--- config.mk ---
export PLATFORM = sky130hd
export DESIGN_NAME = hamming_weight_sequencer
export DESIGN_NICKNAME = d
export VERILOG_FILES = /design/src/rtl/hamming_weight_sequencer.sv
export SDC_FILE = /design/constraint.sdc
export NUM_CORES = 1
export LEC_CHECK = 0
export CAP_MARGIN = 20
export CORE_MARGIN = 2
export CORE_UTILIZATION = 45
export CTS_CLUSTER_DIAMETER = 40
export DETAILED_ROUTE_END_ITERATION = 12
export GPL_TIMING_DRIVEN = 0
export PLACE_DENSITY_LB_ADDON = 0.25
export SLEW_MARGIN = 20
export SYNTH_ARGS = -nofsm -noshare
export SYNTH_HDL_FRONTEND = slang
export SYNTH_SLANG_ARGS = --single-unit
--- constraint.sdc ---
create_clock -name clk -period 14.5 [get_ports clk]
set_input_delay 1.45 -clock clk [delete_from_list [all_inputs] [get_ports clk]]
set_output_delay 1.45 -clock clk [all_outputs]
set_load 0.01 [all_outputs]
--- src/rtl/hamming_weight_sequencer.sv ---
// Counts set bits over a frame of NUM_Chunks chunks and flags weight > threshold.
// Result valid two cycles after the last chunk; chunks stall on valid gaps, result holds until done_ready.
module hamming_weight_sequencer #(
  parameter int WID_Chunk  = 32,
  parameter int NUM_Chunks = 8,
  parameter int WID_Total  = $clog2(WID_Chunk*NUM_Chunks)+1
) (
  input  logic                 clk,
  input  logic                 rst,
  input  logic                 local_HWS_start,
  input  logic [WID_Total-1:0] local_HWS_threshold,
  input  logic [WID_Chunk-1:0] local_HWS_chunk,
  input  logic                 local_HWS_chunk_valid,
  output logic                 HWS_local_chunk_ready,
  output logic [WID_Total-1:0] HWS_local_weight,
  output logic                 HWS_local_over,
  output logic                 HWS_local_done_valid,
  input  logic                 local_HWS_done_ready,
  output logic                 HWS_local_busy
);

  localparam int WID_Cnt = $clog2(WID_Chunk)+1;
  localparam int WID_Idx = (NUM_Chunks > 1) ? $clog2(NUM_Chunks) : 1;
  localparam logic [WID_Idx-1:0] LAST_IDX = WID_Idx'(NUM_Chunks-1);

  typedef enum logic [1:0] {IDLE, RUN, DRAIN, DONE} state_t;

  state_t               state, state_nxt;
  logic [WID_Total-1:0] acc;
  logic [WID_Total-1:0] thr_q;
  logic [WID_Idx-1:0]   idx;
  logic [WID_Cnt-1:0]   pc_q;
  logic [WID_Cnt-1:0]   pc_cnt;
  logic                 pc_vld;
  logic                 accept;

  BitCounter #(
    .WID_CountRange  (WID_Chunk),
    .WID_CountResult (WID_Cnt)
  ) u_bit_counter (
    .data  (local_HWS_chunk),
    .count (pc_cnt)
  );

  always_ff @(posedge clk) begin
    if (rst) state <= IDLE;
    else     state <= state_nxt;
  end

  always_comb begin
    state_nxt             = state;
    HWS_local_chunk_ready = 1'b0;
    HWS_local_done_valid  = 1'b0;
    HWS_local_busy        = (state != IDLE);
    case (state)
      IDLE:  if (local_HWS_start) state_nxt = RUN;
      RUN: begin
        HWS_local_chunk_ready = 1'b1;
        if (local_HWS_chunk_valid && idx == LAST_IDX) state_nxt = DRAIN;
      end
      DRAIN: state_nxt = DONE;
      DONE: begin
        HWS_local_done_valid = 1'b1;
        if (local_HWS_done_ready) state_nxt = IDLE;
      end
      default: state_nxt = IDLE;
    endcase
    accept = local_HWS_chunk_valid & HWS_local_chunk_ready;
  end

  // The last popcount lands in acc during DRAIN, so acc is final on entry to DONE.
  always_ff @(posedge clk) begin
    if (rst) begin
      acc    <= '0;
      thr_q  <= '0;
      idx    <= '0;
      pc_q   <= '0;
      pc_vld <= 1'b0;
    end else begin
      pc_vld <= accept;
      if (accept) begin
        pc_q <= pc_cnt;
        idx  <= (idx == LAST_IDX) ? '0 : idx + WID_Idx'(1);
      end
      if (state == IDLE && local_HWS_start) begin
        acc    <= '0;
        idx    <= '0;
        pc_vld <= 1'b0;
        thr_q  <= local_HWS_threshold;
      end else if (pc_vld) begin
        acc <= acc + WID_Total'(pc_q);
      end
    end
  end

  assign HWS_local_weight = HWS_local_done_valid ? acc : '0;
  assign HWS_local_over   = HWS_local_done_valid & (acc > thr_q);

endmodule

module BitCounter #(
  parameter int WID_CountRange  = 32,
  parameter int WID_CountResult = 6
) (
  input  logic [WID_CountRange-1:0]  data,
  output logic [WID_CountResult-1:0] count
);

  always_comb begin
    count = '0;
    for (int i = 0; i < WID_CountRange; i++)
      count = count + WID_CountResult'(data[i]);
  end

endmodule

==> metrics <==
1st-iter DRT viols 93; DRC 0; total iterations of the first detailed-routing run 4; diode count 0; RSZ-0062 raised after global routing no; Clock Skew 5.25 ps; post-DP HPWL 4.16 mm; critical path peak fanout 3; Fin. Hold Viols 0; Synth top cells by count inv_1 (70), nand2_1 (43), dfxtp_1 (30), ha_1 (30); vias per std cell 4.81; Yosys cell types 36; Min Clock Period, post-route 6190 ps; top-area cell type share of the netlist area 23.5%; Final ANT Viol Nets 0; share of cells above drive strength 1 2.66%; Layout Nets 476; ys async rst share 0%; synth top area cells dfxtp_1 (23%), fa_1 (20%), ha_1 (15%); Least-Margin Pin Slew 513 ps; CP Data Arrival Time 6400 ps; Max-cap violations 0; Achievable Freq 162 MHz; Final Cycle Share 42.7%; dpl ws 7970 ps; outcome complete, no violations; Pwr Total 504 µW; CTS tree done; Seq/Total Area, Yosys 23.5%; Initial Util 46.4%; dominant synthesized flop cell dfxtp_1; Avg WL per Cell 11.3 µm; setup bufs post-CTS 0; Clock Root Buffer clkbuf_8; Layout area overhead 29.8%; DP Cell Count 440; Worst Setup Start Kind input port; Most common cell on crit path fa_1; CTS Buffer Depth 2; FF-to-FF setup slack 12400 ps; largest net degree at the start of global routing 11; global-route wire length before repair 9.27 mm; H-Tree Depth 2; synthesized instance count 310; chip height 79.4 µm; CP Class in -> reg; register bit total from synthesis 30; number of global-route vias before repair 2172; final setup vio count 0; top-count cell post-synth inv_1; Mapped Area 2560 µm²; Slew HR 65.8%; worst-skew pair later-pin latency 290 ps; die area 6300 µm²; Setup WS post-layout 8310 ps; crit path cell chain clkdlybuf4s50_1 -> ha_1 -> inv_1 -> fa_1 -> fa_1 -> fa_1 -> fa_1 -> fa_1 -> fa_1 -> inv_1 -> fa_1 -> inv_1 -> fa_1 -> inv_1 -> a21o_1 -> a21oi_1 -> nand4b_1 -> o211ai_1; total number of vias 2153; fin area 3320 µm²; Post-synth EDFFs 0; Yosys top cell by area dfxtp_1; total wire length 5.04 mm; Hold Path Class reg -> reg; antenna violations before repair 0; static leakage 1.48 nW; PortBufs 58; final core utilization 60.3%; total CTS buffers 5; CTS-repair resized insts 0; Worst Setup End Kind flip-flop; floorplan row count 27; Clock Pin Slew Worst Setup and Hold Paths 60 ps; area of placed instances 3230 µm²; GP Congestion 0.848; pwr dens 152 nW/µm²; CP max stage cell fa_1; slowest stage delay, CP 550 ps; Hold WS 458 ps; clock sinks 30; Syn. warnings 0; Syn Nets 411; Layout Cells excl Fill 448; Die W 79.4 µm; GRT Total Usage 18.7%; Post-Syn Area per Cell 8.25 µm²; TNS Setup 0 ps; I/O pins 59; core area 5510 µm²; maximum vdd drop 0.0977 mV; Fill cells 518; Remaining Overflow, GRT 0; hold_buf cts 0; Final Max Slew Viols 0; Critical Path RT 14720 ps
cell usage in the layout (no fill, tap or decap), drive strengths merged, types with 2 or more instances in the layout:
cell,netlist,layout
o22ai,2,2
a31oi,2,2
a211oi,4,4
nor3,3,3
mux2i,3,3
o21ai,10,10
or3,2,2
a2111oi,2,2
nor2,17,17
nand4,2,2
dfxtp,30,30
o211ai,2,2
a21oi,25,25
clkbuf,5,12
a21o,3,3
inv,70,70
and3,2,2
xnor2,4,4
clkdlybuf4s50,0,58
and2,9,9
fa,25,25
ha,30,30
buf,2,2
nand2,43,43
final timing paths:
kind | to | from | depth (start not counted)
worst min-delay path | thr_q[4] | thr_q[4] | 2
worst max register to register | acc[8] | acc[0] | 8
worst max-delay path | pc_q[4] | local_HWS_chunk[0] | 18
worst min register to register | thr_q[4] | thr_q[4] | 2
worst max-delay path: cells and delay by family:
kind	cells	cell delay (ps)
AOI/OAI and AO/OA	3	440
buffers and inverters	5	660
adders and majority gates	9	3740
and+or+nand+nor	1	120
state kept, by name, indices dropped and copies added, names as in the netlist:
name    count
acc         9
idx         3
pc_q        6
pc_vld      1
state       2
thr_q       9
cell families (layout without fill, tap and decap cells):
family / Yosys count / after routing / synth area share [%]
and+or+nand+nor: 84 / 84 / 14.7
buffers and inverters: 77 / 143 / 11.4
AOI/OAI and AO/OA: 56 / 56 / 13.3
adders and majority gates: 55 / 55 / 34.2
DFF: 30 / 30 / 23.5
xor gates and xnor gates: 5 / 5 / 1.71
muxes: 3 / 3 / 1.17
final cells by class:
type / count / area [µm²] / share of cell area (%)
tap: 72 / 90.1 / 2.71
clock inverter: 1 / 5.00 / 0.151
buffer: 7 / 28.8 / 0.867
sequential: 30 / 601 / 18.1
clock buffer: 7 / 86.3 / 2.60
inverter: 70 / 263 / 7.92
timing repair buffer: 58 / 581 / 17.5
multi-input combinational: 203 / 1670 / 50.2
report_power, final:
| group | internal, mW | total (mW) | switching, mW |
|---|---|---|---|
| registers | 0.0967 | 0.106 | 0.00949 |
| clock network | 0.0382 | 0.0702 | 0.0320 |
| logic | 0.151 | 0.327 | 0.176 |
layer usage:
metal / track usage (%) / share of wire (%) / vias to the layer above
li1: - / - / 1115
met2: 31.4 / 48 / 38
met4: 6.03 / 1.5 / 0
met1: 24.1 / 48 / 991
met5: 0 / 0 / -
met3: 3.85 / 3.3 / 9
No activity file was read; power rests on OpenSTA's default activity.
